### src/rtl/uart_rx_ctrl.sv
// uart_rx_ctrl: oversampling UART receiver with a one-word holding register and error reporting
// Ports:
//   clk          rising-edge clock
//   rst          asynchronous active-high reset
//   i_rx_in      asynchronous serial line, idle high
//   i_rx_ready   consumer accepts o_rx_data when o_rx_valid && i_rx_ready
//   o_rx_data    received word, LSB first on the line
//   o_rx_valid   o_rx_data holds an unconsumed word
//   o_busy       receiver is inside a frame
//   o_frame_err  one-cycle pulse, stop bit sampled low
//   o_overrun    one-cycle pulse, good frame dropped because the holding register was full
//   o_err_count  saturating error count, only counts when UART_RX_ERR_CNT_EN is defined
module uart_rx_ctrl #(
    parameter int WIDTH      = 8,
    parameter int OVERSAMPLE = 16,
    parameter int CLK_DIV    = 27
) (
    input  logic             clk,
    input  logic             rst,
    input  logic             i_rx_in,
    input  logic             i_rx_ready,
    output logic [WIDTH-1:0] o_rx_data,
    output logic             o_rx_valid,
    output logic             o_busy,
    output logic             o_frame_err,
    output logic             o_overrun,
    output logic [7:0]       o_err_count
);
    localparam int DW = $clog2(CLK_DIV + 1);
    localparam int TW = $clog2(OVERSAMPLE);
    localparam int BW = $clog2(WIDTH + 1);

    typedef enum logic [1:0] {IDLE, START, DATA, STOP} state_t;

    state_t           r_state;
    state_t           w_next;
    logic [1:0]       r_sync;
    logic             r_rx_prev;
    logic [DW-1:0]    r_div;
    logic [TW-1:0]    r_tcnt;
    logic [BW-1:0]    r_bcnt;
    logic [WIDTH-1:0] r_shift;
    logic             w_rx_s;
    logic             w_tick;
    logic             w_smp;
    logic             w_start;
    logic             w_stop_smp;
    logic             w_hs;
    logic             w_load;

    assign w_rx_s     = r_sync[1];
    assign w_tick     = r_div == DW'(CLK_DIV - 1);
    // START samples half a bit in; DATA and STOP sample a full bit after the previous sample
    assign w_smp      = w_tick && r_state != IDLE &&
                        r_tcnt == (r_state == START ? TW'(OVERSAMPLE / 2 - 1) : TW'(OVERSAMPLE - 1));
    assign w_stop_smp = r_state == STOP && w_smp;
    assign w_hs       = o_rx_valid && i_rx_ready;
    assign w_load     = w_stop_smp && w_rx_s && (!o_rx_valid || i_rx_ready);
    assign o_busy     = r_state != IDLE;

    always_comb begin
        w_next  = r_state;
        w_start = 1'b0;
        case (r_state)
            IDLE: begin
                w_start = r_rx_prev && !w_rx_s;
                w_next  = w_start ? START : IDLE;
            end
            START:   w_next = w_smp ? (w_rx_s ? IDLE : DATA) : START;
            DATA:    w_next = (w_smp && r_bcnt == BW'(WIDTH - 1)) ? STOP : DATA;
            default: w_next = w_smp ? IDLE : STOP;
        endcase
    end

    always_ff @(posedge clk or posedge rst) begin
        if (rst) r_state <= IDLE;
        else     r_state <= w_next;
    end

    always_ff @(posedge clk or posedge rst) begin
        if (rst) begin
            r_sync      <= 2'b11;
            r_rx_prev   <= 1'b1;
            r_div       <= '0;
            r_tcnt      <= '0;
            r_bcnt      <= '0;
            r_shift     <= '0;
            o_rx_data   <= '0;
            o_rx_valid  <= 1'b0;
            o_frame_err <= 1'b0;
            o_overrun   <= 1'b0;
        end else begin
            r_sync      <= {r_sync[0], i_rx_in};
            r_rx_prev   <= w_rx_s;
            r_div       <= (w_start || w_tick) ? '0 : r_div + DW'(1);
            r_tcnt      <= (w_start || w_smp) ? '0 : (w_tick ? r_tcnt + TW'(1) : r_tcnt);
            if (r_state == DATA && w_smp) begin
                r_shift <= WIDTH'({w_rx_s, r_shift} >> 1);
                r_bcnt  <= r_bcnt == BW'(WIDTH - 1) ? '0 : r_bcnt + BW'(1);
            end
            if (w_load) o_rx_data <= r_shift;
            // a load in the same cycle as a handshake keeps valid high
            o_rx_valid  <= w_load || (o_rx_valid && !w_hs);
            o_frame_err <= w_stop_smp && !w_rx_s;
            o_overrun   <= w_stop_smp && w_rx_s && o_rx_valid && !i_rx_ready;
        end
    end

`ifdef UART_RX_ERR_CNT_EN
    logic [7:0] r_err_cnt;

    always_ff @(posedge clk or posedge rst) begin
        if (rst)                                             r_err_cnt <= 8'd0;
        else if ((o_frame_err || o_overrun) && r_err_cnt != 8'hFF) r_err_cnt <= r_err_cnt + 8'd1;
    end

    assign o_err_count = r_err_cnt;
`else
    assign o_err_count = 8'd0;
`endif
endmodule

### config.mk
export PLATFORM = sky130hd
export DESIGN_NAME = uart_rx_ctrl
export DESIGN_NICKNAME = d
export VERILOG_FILES = /design/src/rtl/uart_rx_ctrl.sv
export SDC_FILE = /design/constraint.sdc
export NUM_CORES = 1
export LEC_CHECK = 0
export CAP_MARGIN = 10
export CORE_ASPECT_RATIO = 1.4
export CORE_MARGIN = 2
export CORE_UTILIZATION = 28
export CTS_CLUSTER_DIAMETER = 50
export DETAILED_ROUTE_END_ITERATION = 16
export PLACE_DENSITY = 0.45
export SYNTH_ARGS = -nofsm -noshare
export SYNTH_HDL_FRONTEND = slang
export SYNTH_SLANG_ARGS = --single-unit
### constraint.sdc
create_clock -name clk -period 2 [get_ports clk]
set_input_delay 0.2 -clock clk [delete_from_list [all_inputs] [get_ports clk]]
set_output_delay 0.2 -clock clk [all_outputs]
set_load 0.01 [all_outputs]
==> impl_metrics.py, run 1 <==
metrics = {
    "drt": {
        "vias": 1055,
        "dr.pass1.iters": 4,
        "viasPerCell": 4.65,
        "wl_per_cell_um": 13.2,
        "drt_iter0_markers": 46,
        "routed_wl_mm": 2.99,
        "drc_errors": 0,
        "ant_nets": 0,
    },
    "global_route": {
        "grt_max_degree": 38,
        "grt_pass1_vias": 1114,
        "grt_pass1_wl_mm": 5.22,
        "grt_antenna_before_repair": 0,
        "grt.total_usage": 0.101,
        "overflow": 0,
    },
    "yosys": {
        "netlist_top_cells_count": "34 x dfrtp_1, 19 x mux2_2, 9 x buf_4",
        "netlist.area_leader.share": 0.506,
        "synth_top_area_cell": "dfrtp_1",
        "ys_types": 37,
        "synth_ff_type": "dfrtp_1",
        "yosysSeqAreaShare": 0.553,
        "ys_seq_elements": 37,
        "post-synth-top-count-cell": "dfrtp_1",
        "syn_area_per_cell_um2": 12.5,
        "synth_area_leaders": "dfrtp_1 51%, mux2_2 13%, dfstp_2 4.7%",
        "yosysWarnings": 0,
        "synthCells": 134,
        "netlist_area_um2": 1680,
        "synth_edf_count": 0,
        "ys_async_sr_fraction": 1.00,
    },
    "placed_design": {
        "dpl_worst_slack_ns": 0.165,
        "port_buffers": 15,
        "dp_hpwl_mm": 2.12,
        "gp_congestion": 0.808,
    },
    "die": {
        "core_area_um2": 5820,
        "start_util": 0.289,
        "fp.dieArea_um2": 6650,
        "dieWidth_um": 69.5,
        "ios": 24,
        "die_h_um": 95.7,
        "rows": 33,
    },
    "finish": {
        "multiInputGateArea_um2": 679,
        "fin_nets": 164,
        "fill_cells": 578,
        "area_growth_pct": 18.8,
        "antenna_cells": 0,
        "ff_latch_area_um2": 930,
        "layout-drive-gt1-share": 0.255,
    },
    "clocking": {
        "cts_tree": "done",
        "insertion_delay_ns": 0.29,
        "cts_hold_buf": 0,
        "cts_buffer_depth": 2,
        "numCtsBuffers": 5,
        "post_cts_buffers": 0,
        "clkTransAtPathRegs_ns": 0.07,
        "clock_sinks": 37,
        "cts_resized": 0,
        "htree_num_levels": 2,
        "root_buffer": "clkbuf_8",
    },
    "setup_path": {
        "cp-end-kind": "register",
        "cp-start-kind": "register",
        "worstSetupPathType": "reg2reg",
        "cp.required_ns": 2.17,
        "arrival_ns": 2.01,
        "cp_max_fo": 11,
    },
    "timing": {
        "setup_violations": 0,
        "fmax_ghz": 0.543,
        "finalCritPeriodShare": 0.921,
        "finalClockSkew_ns": 0.00678,
        "worst_slack_ns": 0.159,
        "drv_slew": 0,
        "fin_setup_tns_ns": 0,
        "post-route-min-period_ns": 1.84,
        "hold_violations": 0,
        "rsz0062_at_grt": "false",
    },
    "pwr": {
        "comb_power_share": 0.136,
        "pwr_density_cell_nw_per_um2": 836,
        "p_sw_uw": 455,
        "p_clk_frac": 0.321,
        "static-leakage-power_uw": 0.000928,
        "p_seq_frac": 0.543,
        "p_sw_frac": 0.273,
        "p_int_uw": 1210,
        "total_power_uw": 1670,
        "vdd_ir_drop_max_uv": 361,
    },
    "min_path": {
        "hp-class": "in2async",
    },
    "status": {
        "status": "finished, final reports clean",
    },
    "flow_run": {
        "maxCapViolations": 0,
    },
}
-- worst paths after layout --
path                                          endpoint  cells after the start  slack, ns           startpoint
worst min-delay path              r_state[1]$_DFF_PP0_                      3       0.33                  rst
min in group clk                   r_sync[0]$_DFF_PP1_                      1       0.33              i_rx_in
worst min register to register     r_sync[1]$_DFF_PP1_                      0       0.37  r_sync[0]$_DFF_PP1_
max in group asynchronous          r_sync[0]$_DFF_PP1_                      3       1.31                  rst
worst max register to register  r_shift[0]$_DFFE_PP0P_                      6       0.16   r_div[0]$_DFF_PP0_
worst max-delay path            r_shift[0]$_DFFE_PP0P_                      6       0.16   r_div[0]$_DFF_PP0_
-- cell usage in the layout (no fill, tap or decap), types with 2 or more instances in the layout --
cell / count
o21ai_0: 3
or3_1: 3
clkbuf_8: 6
inv_1: 5
a211oi_1: 2
mux2_2: 19
xor2_1: 3
ha_1: 4
dfrtp_1: 34
nand2_1: 6
nor2_1: 8
nand3_1: 7
clkdlybuf4s50_1: 15
buf_4: 5
nor4_1: 4
xnor2_1: 2
dfstp_2: 3
conb_1: 8
-- state kept, by name, summed over array words and instances, names as in the netlist --
register,count
o_rx_data,8
r_shift,8
r_div,5
r_bcnt,4
r_tcnt,4
r_state,2
r_sync,2
o_frame_err,1
o_overrun,1
o_rx_valid,1
r_rx_prev,1
-- power by group through the flow --
stage          Clock [µW]  Sequential, µW  Combinational, µW
6_report              537             907                226
5_1_grt               609             920                265
4_1_cts               563             906                232
3_5_place_dp            0             920                232
3_3_place_gp            0             920                223
2_1_floorplan           0             896                203
-- worst max-delay path, cell delays in order (launching register included) --
cell and delay, ns:
dfrtp_1 0.41, inv_1 0.07, ha_1 0.20, nand4b_4 0.16, nor4b_2 0.29, buf_4 0.25
mux2_2 0.35
-- per-layer routing --
metal,track usage,up-vias,share of wire
met1,0.114,525,0.41
met4,0.0539,0,0.029
li1,-,500,-
met2,0.169,24,0.51
met3,0.0366,6,0.043
met5,0,-,0
-- through the flow --
stage,hold WS [ns],instance area [µm²],std cells,util
5_1_grt,0.314,2000,227,0.343
2_1_floorplan,0.204,1710,141,-
6_report,0.326,2000,227,0.343
4_1_cts,0.320,2000,227,0.343
3_3_place_gp,0.347,1900,219,0.327
3_5_place_dp,0.358,1900,219,0.327
-- logic make-up (layout without fill, tap and decap cells) --
family | Yosys count | after routing | share of synthesized area
buf+inv | 17 | 33 | 0.0588
fa+ha+maj | 4 | 4 | 0.0298
compound gates | 9 | 9 | 0.0372
simple gates | 42 | 42 | 0.166
flops | 37 | 37 | 0.553
mux | 19 | 19 | 0.127
other cells | 1 | 8 | 0.00223
xor+xnor | 5 | 5 | 0.0260
-- layout make-up --
type | count | area share
tap | 70 | 0.0439
inverter | 5 | 0.00940
sequential | 37 | 0.466
clock inverter | 1 | 0.00376
timing repair buffer | 20 | 0.0940
clock buffer | 7 | 0.0432
multi-input combinational | 87 | 0.340
No activity file was read; power rests on OpenSTA's default activity.
==> run 2: changes to the inputs <==
--- a/config.mk
+++ b/config.mk
@@ -5,13 +5,14 @@
 export SDC_FILE = /design/constraint.sdc
 export NUM_CORES = 1
 export LEC_CHECK = 0
+export ABC_AREA = 1
 export CAP_MARGIN = 10
 export CORE_ASPECT_RATIO = 1.4
 export CORE_MARGIN = 2
 export CORE_UTILIZATION = 28
 export CTS_CLUSTER_DIAMETER = 50
 export DETAILED_ROUTE_END_ITERATION = 16
-export PLACE_DENSITY = 0.45
+export PLACE_DENSITY = 0.44
 export SYNTH_ARGS = -nofsm -noshare
 export SYNTH_HDL_FRONTEND = slang
 export SYNTH_SLANG_ARGS = --single-unit
==> run 2 against run 1 <==
Critical path depth is 3 lower. Die area rose by 3.5%. Routed wire length up 8.8%. Critical endpoint is now o_busy. Largest power group unchanged. Highest routed layer unchanged.
==> impl_metrics.py, run 2 <==
metrics = {
    "placed_design": {
        "gp_congestion": 0.704,
        "dpl_worst_slack_ns": 0.423,
        "port_buffers": 15,
        "dp_hpwl_mm": 2.36,
    },
    "finish": {
        "antenna_cells": 0,
        "area_growth_pct": 15.8,
        "layout-drive-gt1-share": 0.118,
        "utilization": 0.329,
        "final_common_cell": "nand2_1",
        "largest_registers": "o_rx_data x8, r_shift x8, r_div x5",
        "fill_cells": 689,
        "fin_nets": 219,
        "ff_latch_area_um2": 930,
        "multiInputGateArea_um2": 686,
        "final_cell_mix": "67 x nand2_1, 34 x dfrtp_1, 20 x nand3_1",
    },
    "drt": {
        "dr.pass1.iters": 4,
        "ant_nets": 0,
        "drc_errors": 0,
        "vias": 1230,
        "viasPerCell": 4.33,
        "wl_per_cell_um": 11.5,
        "drt_iter0_markers": 41,
        "routed_wl_mm": 3.26,
    },
    "timing": {
        "holdWs_ns": 0.320,
        "rsz0062_at_grt": "false",
        "setup_violations": 0,
        "post-route-min-period_ns": 1.65,
        "hold_violations": 0,
        "fin_setup_tns_ns": 0,
        "drv_slew": 0,
        "finalCritPeriodShare": 0.826,
        "worst_slack_ns": 0.348,
        "finalClockSkew_ns": 0.00887,
        "fmax_ghz": 0.605,
    },
    "yosys": {
        "ys_async_sr_fraction": 1.00,
        "synth_ff_type": "dfrtp_1",
        "netlist.area_leader.share": 0.488,
        "yosysWarnings": 0,
        "synthCells": 192,
        "syn_area_per_cell_um2": 9.08,
        "ys_seq_elements": 37,
        "synth_edf_count": 0,
        "netlist_area_um2": 1740,
        "ys_types": 28,
        "synth_top_area_cell": "dfrtp_1",
        "netlist_top_cells_count": "67 x nand2_1, 34 x dfrtp_1, 20 x nand3_1",
        "yosysSeqAreaShare": 0.533,
        "synth_area_leaders": "dfrtp_1 49%, nand2_1 14%, nand3_1 5.7%",
        "post-synth-top-count-cell": "nand2_1",
    },
    "clocking": {
        "root_buffer": "clkbuf_8",
        "cts_tree": "done",
        "insertion_delay_ns": 0.28,
        "clock_sinks": 37,
        "numCtsBuffers": 5,
        "htree_num_levels": 2,
        "post_cts_buffers": 0,
        "clkTransAtPathRegs_ns": 0.08,
        "cts_resized": 0,
        "cts_hold_buf": 0,
        "cts_buffer_depth": 2,
    },
    "setup_path": {
        "cp.required_ns": 1.80,
        "worstSetupPathType": "reg2out",
        "crit_end": "o_busy",
        "cp_max_fo": 8,
        "r2r-end": "o_rx_data[3]$_DFFE_PP0P_",
        "cp-end-kind": "output pin",
        "rrSetupSlack_ns": 0.46,
        "r2r_cells": 9,
        "worstReg2RegStart": "r_div[0]$_DFF_PP0_",
        "cp-start-kind": "register",
        "crit_start": "r_state[0]$_DFF_PP0_",
        "arrival_ns": 1.45,
    },
    "die": {
        "core_area_um2": 6130,
        "fp.dieArea_um2": 6880,
        "start_util": 0.285,
        "dieWidth_um": 70.7,
        "rows": 34,
        "die_h_um": 97.4,
        "ios": 24,
    },
    "global_route": {
        "grt_pass1_vias": 1311,
        "grt_pass1_wl_mm": 5.97,
        "grt_antenna_before_repair": 0,
        "grt.total_usage": 0.109,
        "grt_max_degree": 38,
        "overflow": 0,
    },
    "min_path": {
        "hp-class": "in2async",
    },
    "pwr": {
        "static-leakage-power_uw": 0.00110,
        "pwr_density_cell_nw_per_um2": 820,
        "total_power_uw": 1660,
        "vdd_ir_drop_max_uv": 336,
    },
    "flow_run": {
        "maxCapViolations": 0,
    },
    "status": {
        "status": "finished, final reports clean",
    },
}
-- run 2: cell count changes in the layout (fill, tap and decap cells not counted), moves of 4 or more --
cell	previous run	this run
nor4_1	4	0
nand2_1	6	67
inv_1	5	15
o21ai_1	0	4
buf_4	5	1
nand3_1	7	20
mux2_2	19	0
-- run 2: stage by stage --
step           cell area, µm²  instances
6_report                 2020        284
5_1_grt                  2020        284
3_3_place_gp             1940        276
3_5_place_dp             1940        276
4_1_cts                  2020        284
2_1_floorplan            1770        199
-- run 2: worst min path at each step --
stage / depth (start not counted) / startpoint / end
finish: 3 / rst / r_div[2]$_DFF_PP0_
global route: 1 / i_rx_in / r_sync[0]$_DFF_PP1_
CTS: 1 / i_rx_in / r_sync[0]$_DFF_PP1_
detailed placement: 0 / r_sync[0]$_DFF_PP1_ / r_sync[1]$_DFF_PP1_
global placement: 0 / r_sync[0]$_DFF_PP1_ / r_sync[1]$_DFF_PP1_
floorplan: 0 / i_rx_in / r_sync[0]$_DFF_PP1_
-- run 2: logic make-up (layout without fill, tap and decap cells) --
| kind of cell | Yosys count | in the layout | share of synthesized area |
|---|---|---|---|
| AO/OA/AOI/OAI | 9 | 9 | 0.0273 |
| XOR/XNOR | 3 | 3 | 0.0151 |
| adder cells (fa/ha/maj) | 4 | 4 | 0.0287 |
| buffers and inverters | 30 | 43 | 0.0883 |
| flip-flops | 37 | 37 | 0.533 |
| other | 1 | 8 | 0.00215 |
| AND/OR/NAND/NOR | 108 | 108 | 0.305 |
-- run 2: routing by layer --
layer	track usage	up-vias	share of wire
met1	0.133	587	0.44
met5	0	-	0
li1	-	619	-
met2	0.179	17	0.51
met3	0.0301	7	0.031
met4	0.0450	0	0.023
-- run 2: layout make-up --
class / instances / share of cell area
Clock inverter: 2 / 0.00496
Clock buffer: 6 / 0.0360
Multi-Input combinational cell: 132 / 0.340
Inverter: 19 / 0.0360
Sequential cell: 37 / 0.461
Timing Repair Buffer: 16 / 0.0781
Tap cell: 72 / 0.0446
-- run 2: where the power goes --
group	internal, µW	total [µW]	switching [µW]	leakage [µW]
sequential	826	896	70.0	0.000492
combinational	106	263	157	0.000560
clock	241	497	255	0.0000450
-- run 2: critical path: stages, from the launching register on --
cell	delay [ns]
dfrtp_1	0.47
inv_1	0.09
nand2_1	0.09
clkdlybuf4s50_1	0.53
